--- config.mk ---
export PLATFORM = sky130hd
export DESIGN_NAME = ex_muldiv_unit
export DESIGN_NICKNAME = d
export VERILOG_FILES = /design/src/rtl/ex_muldiv_unit.sv
export SDC_FILE = /design/constraint.sdc
export NUM_CORES = 2
export LEC_CHECK = 0
export CAP_MARGIN = 20
export CORE_MARGIN = 2
export CORE_UTILIZATION = 45
export CTS_CLUSTER_SIZE = 40
export DETAILED_ROUTE_END_ITERATION = 16
export DONT_BUFFER_PORTS = 1
export GPL_TIMING_DRIVEN = 0
export PLACE_DENSITY = 0.71
export SYNTH_ARGS = -nofsm -noshare
export SYNTH_HDL_FRONTEND = slang
export SYNTH_SLANG_ARGS = --single-unit
--- constraint.sdc ---
create_clock -name CLK -period 12.1 [get_ports CLK]
set_input_delay 1.815 -clock CLK [delete_from_list [all_inputs] [get_ports CLK]]
set_output_delay 1.815 -clock CLK [all_outputs]
set_load 0.01 [all_outputs]
--- src/rtl/ex_muldiv_unit.sv ---
// RV32M execute-stage multiply/divide unit: single-cycle multiply, 32-iteration
// restoring divider, and single-cycle divide-by-zero / signed-overflow results.
module ex_muldiv_unit (
  input  logic        CLK,
  input  logic        RESET,
  input  logic        IN_START,
  input  logic [2:0]  IN_OP,
  input  logic [31:0] IN_DATA1,
  input  logic [31:0] IN_DATA2,
  input  logic        IN_FLUSH,
  output logic [31:0] OUT_RESULT,
  output logic        OUT_BUSY,
  output logic        OUT_DONE,
  output logic [1:0]  dbg_state
);

  // Handshake: a request is taken on any edge where IN_START=1, IN_FLUSH=0 and
  // the unit is in IDLE or DONE; OUT_DONE then pulses once with OUT_RESULT.
  localparam logic [1:0] S_IDLE = 2'd0;
  localparam logic [1:0] S_MUL  = 2'd1;
  localparam logic [1:0] S_DIV  = 2'd2;
  localparam logic [1:0] S_DONE = 2'd3;

  logic [1:0]  state_q;
  logic [2:0]  op_q;
  logic [31:0] a_q;
  logic [31:0] b_q;
  logic [31:0] rem_q;
  logic [4:0]  cnt_q;
  logic        fix_q;
  logic        sign1_q;
  logic        sign2_q;

  logic        accept;
  logic        in_signed;
  logic        in_special;
  logic        neg1;
  logic        neg2;
  logic [31:0] mag1;
  logic [31:0] mag2;

  always_comb begin
    accept     = ((state_q == S_IDLE) || (state_q == S_DONE)) && IN_START && !IN_FLUSH;
    in_signed  = ~IN_OP[0];
    in_special = IN_OP[2] && ((IN_DATA2 == 32'd0) ||
                 (in_signed && (IN_DATA1 == 32'h8000_0000) && (IN_DATA2 == 32'hFFFF_FFFF)));
    // Special cases keep raw operands; only real divides are converted to magnitudes.
    neg1 = IN_OP[2] && !in_special && in_signed && IN_DATA1[31];
    neg2 = IN_OP[2] && !in_special && in_signed && IN_DATA2[31];
    mag1 = neg1 ? (32'd0 - IN_DATA1) : IN_DATA1;
    mag2 = neg2 ? (32'd0 - IN_DATA2) : IN_DATA2;
  end

  logic        a_sx;
  logic        b_sx;
  logic [63:0] prod;
  logic [31:0] mul_res;

  always_comb begin
    a_sx = ((op_q[1:0] == 2'b01) || (op_q[1:0] == 2'b10)) && a_q[31];
    b_sx = (op_q[1:0] == 2'b01) && b_q[31];
    prod = {{32{a_sx}}, a_q} * {{32{b_sx}}, b_q};
    if (op_q[2]) begin
      if (b_q == 32'd0) mul_res = op_q[1] ? a_q : 32'hFFFF_FFFF;
      else              mul_res = op_q[1] ? 32'd0 : 32'h8000_0000;
    end else if (op_q[1:0] == 2'b00) begin
      mul_res = prod[31:0];
    end else begin
      mul_res = prod[63:32];
    end
  end

  // a_q doubles as the dividend shifter and the quotient accumulator.
  logic [32:0] r_shift;
  logic [32:0] diff;
  logic        q_bit;
  logic [31:0] rem_next;
  logic [31:0] q_fix;
  logic [31:0] r_fix;
  logic [31:0] div_res;

  always_comb begin
    r_shift  = {rem_q, a_q[31]};
    diff     = r_shift - {1'b0, b_q};
    q_bit    = ~diff[32];
    rem_next = q_bit ? diff[31:0] : r_shift[31:0];
    q_fix    = (sign1_q ^ sign2_q) ? (32'd0 - a_q) : a_q;
    r_fix    = sign1_q ? (32'd0 - rem_q) : rem_q;
    div_res  = op_q[1] ? r_fix : q_fix;
  end

  always_ff @(posedge CLK or posedge RESET) begin
    if (RESET) begin
      state_q    <= S_IDLE;
      op_q       <= 3'd0;
      a_q        <= 32'd0;
      b_q        <= 32'd0;
      rem_q      <= 32'd0;
      cnt_q      <= 5'd0;
      fix_q      <= 1'b0;
      sign1_q    <= 1'b0;
      sign2_q    <= 1'b0;
      OUT_RESULT <= 32'd0;
      OUT_BUSY   <= 1'b0;
      OUT_DONE   <= 1'b0;
    end else begin
      case (state_q)
        S_IDLE, S_DONE: begin
          OUT_DONE <= 1'b0;
          if (accept) begin
            op_q     <= IN_OP;
            a_q      <= mag1;
            b_q      <= mag2;
            sign1_q  <= neg1;
            sign2_q  <= neg2;
            rem_q    <= 32'd0;
            cnt_q    <= 5'd0;
            fix_q    <= 1'b0;
            OUT_BUSY <= 1'b1;
            state_q  <= (IN_OP[2] && !in_special) ? S_DIV : S_MUL;
          end else begin
            state_q <= S_IDLE;
          end
        end
        S_MUL: begin
          OUT_BUSY <= 1'b0;
          if (IN_FLUSH) begin
            state_q <= S_IDLE;
          end else begin
            OUT_RESULT <= mul_res;
            OUT_DONE   <= 1'b1;
            state_q    <= S_DONE;
          end
        end
        S_DIV: begin
          if (IN_FLUSH) begin
            OUT_BUSY <= 1'b0;
            state_q  <= S_IDLE;
          end else if (!fix_q) begin
            a_q   <= {a_q[30:0], q_bit};
            rem_q <= rem_next;
            cnt_q <= cnt_q + 5'd1;
            if (cnt_q == 5'd31) fix_q <= 1'b1;
          end else begin
            OUT_RESULT <= div_res;
            OUT_DONE   <= 1'b1;
            OUT_BUSY   <= 1'b0;
            state_q    <= S_DONE;
          end
        end
        default: state_q <= S_IDLE;
      endcase
    end
  end

  assign dbg_state = state_q;

endmodule

==> results.cfg <==
[clock_network]
cts_resized = 1
cts_tree = done
numCtsBuffers = 17
cts_buffer_depth = 2
clock_latency_ps = 510
clk_pin_slew_ps = 80
h-tree-depth = 4
post_cts_buffers = 0
cts-root-buf = clkbuf_16
ctsHoldBuffers = 0
cts.sinks = 143

[detailed_routing]
ant_nets = 0
wl_per_cell_microns = 28.3
drt-initial-drc-count = 4788
wl_microns = 209000
drt_pass1_iterations = 6
drc = 0
vias_per_cell = 5.79
num_vias = 42700

[layout]
stdcell_area_sq_mm = 0.0529
fillers = 10800
fin_cells = 7373
nNetsFinal = 7317
drive_gt1_share_pct = 1.97
syn_to_final_growth_pct = 5.87

[die]
coreArea_sq_mm = 0.110
io_pins = 107
die_h_microns = 337
dieArea_sq_mm = 0.114
std_cell_rows = 122
die_w_microns = 337
start_util_pct = 45.2

[placed_design]
place_area_sq_mm = 0.0521
portBuffers = 0
hpwl_microns = 177000
gp_routability_congestion = 1.05
post-place-cells = 7322
pre_cts_slack_ps = 2.81

[timing]
min_period_ps = 11660
fmax_ghz = 0.0858
timing.final.crit_share_pct = 96.3
rsz0062_at_grt = no
worst_slack_ps = 442
skew_ps = 19.3
finalMaxSlewViolations = 0
hold_viol_final = 0
relSlewSlack_pct = 12.9
setup_violations = 0
setup_tns_ps = 0
worst_pin_slew_ps = 1310

[logic_synthesis]
yosysUniqueCellTypes = 86
postSynthCellCount = 5814
synthArstFlopShare_pct = 100
synth_edf_count = 0
ys_seq_area_share_pct = 7.17
synth.largest_area_cell = fa_1
synth_fp_nets = 7267
yosys-top-cells-area = fa_1 45%, inv_1 9.4%, nand2_1 7.6%, dfrtp_1 7.2%, ha_1 6.4%
syn_area_sq_mm = 0.0499
ys_ff_latch = 143
synth.top_cell.area_share_pct = 45.1
ys_warn_count = 0
syn_avg_cell_area_sq_um = 8.59
synth_ff_type = dfrtp_1

[grt]
grt_usage_pct = 37.6
grt_pass1_wl_microns = 303000
grt_max_degree = 115
antenna_found_initial = 13
first_global_vias = 43900
overflow = 0

[setup_path]
path_common_cell = inv_1
reg2reg_depth = 33
cpPeakStageDelay_ps = 800
critPathMaxFanout = 11
cp-start-kind = flip-flop
reg2reg_slack_ps = 440
required_ps = 12510
slowest_stage = fa_2
arrival_ps = 12070
worstSetupPathType = reg -> reg
regToRegStartpoint = op_q[1]
r2r-end = OUT_RESULT[30]
worstSetupEndpointType = flip-flop

[worst_hold_path]
min_path_cells = 1
hold_start = cnt_q[4]
hold_end = cnt_q[4]
worstHoldPathType = reg -> reg

[run_status]
status = complete, no violations

[flow_run]
maxCapViolations = 0
## sequential cells by signal (all words and copies together) (netlist names)
name	cells
fix_q	1
sign2_q	1
op_q	3
a_q	32
OUT_RESULT	32
b_q	32
sign1_q	1
rem_q	32
OUT_BUSY	1
cnt_q	5
OUT_DONE	1
dbg_state	2
## layout make-up
cell class                 instances  area [sq um]  area share (%)
clock inverter                    14           145           0.275
antenna                            8          20.0          0.0379
timing repair buffer              32           457           0.864
buffer                           349          1330            2.51
multi-input combinational       4061         40300            76.2
sequential                       143          3580            6.77
clock buffer                      18           429           0.812
tap                             1488          1860            3.52
inverter                        1260          4740            8.96
## kinds of logic (layout without fill, tap and decap cells)
| family | Yosys count | after routing | synth area share (%) |
|---|---|---|---|
| fa+ha+maj | 1382 | 1382 | 51.6 |
| flops | 143 | 143 | 7.17 |
| compound gates | 687 | 687 | 9.14 |
| mux | 35 | 35 | 0.707 |
| xor+xnor | 191 | 191 | 3.35 |
| other cells | 0 | 8 | 0 |
| simple gates | 1766 | 1766 | 15.9 |
| buf+inv | 1610 | 1673 | 12.1 |
## layout by cell type, fill, tap and decap left out, drive strengths merged, types with 138 or more instances in the layout
cell	n
clkbuf	326
dfrtp	143
a21oi	138
ha	256
o21ai	191
and2	217
nand2	1012
nor2	233
inv	1265
fa	1126
## critical path, delay by kind of cell (launching register included)
kind / cells / cell delay (ps)
buf+inv: 13 / 3320
compound gates: 4 / 960
fa+ha+maj: 10 / 5520
simple gates: 6 / 1390
flops: 1 / 320
## synthesized netlist by cell type (30+ instances only)
cell type / count
a211oi_1: 31
a21o_1: 49
a21oi_1: 137
and2_1: 217
and3_1: 30
buf_1: 32
clkbuf_1: 309
dfrtp_1: 143
fa_1: 1126
ha_1: 256
inv_1: 1255
mux2i_1: 33
nand2_1: 1012
nand3_1: 33
nand4_1: 30
nor2_1: 232
nor3_1: 43
nor4_1: 47
o21ai_0: 187
o31ai_1: 37
or3_1: 31
xnor2_1: 125
xor2_1: 66
## routing by layer
layer	global-route usage (%)	part of all wire (%)	vias up	routed length (microns)
met5	0	0.018	-	37
met4	22.8	7.4	6	15500
met3	11.4	12	563	25100
met2	55.6	43	2493	89400
met1	48.4	38	21900	78900
li1	-	-	17800	-
## stage by stage
| stage | hold slack (ps) | util (%) |
|---|---|---|
| finish | 521 | 47.9 |
| global route | 553 | 47.9 |
| CTS | 524 | 47.7 |
| detailed placement | 503 | 47.2 |
| global placement | 494 | 46.9 |
| floorplan | 480 | - |
## how the worst max path moves through the flow
stage                 start             end  slack, ps  cells past startpoint
detailed placement  op_q[1]  OUT_RESULT[30]          3                     34
finish              op_q[1]  OUT_RESULT[30]        440                     33
floorplan           op_q[1]  OUT_RESULT[30]       3030                     34
global route        op_q[1]  OUT_RESULT[30]         70                     33
CTS                 op_q[1]  OUT_RESULT[30]        150                     34
global placement    op_q[1]  OUT_RESULT[30]         40                     34
Power is left out: the tool's default activity adds up to more than one toggle a clock period on the data nets, which glitch-free logic cannot reach.
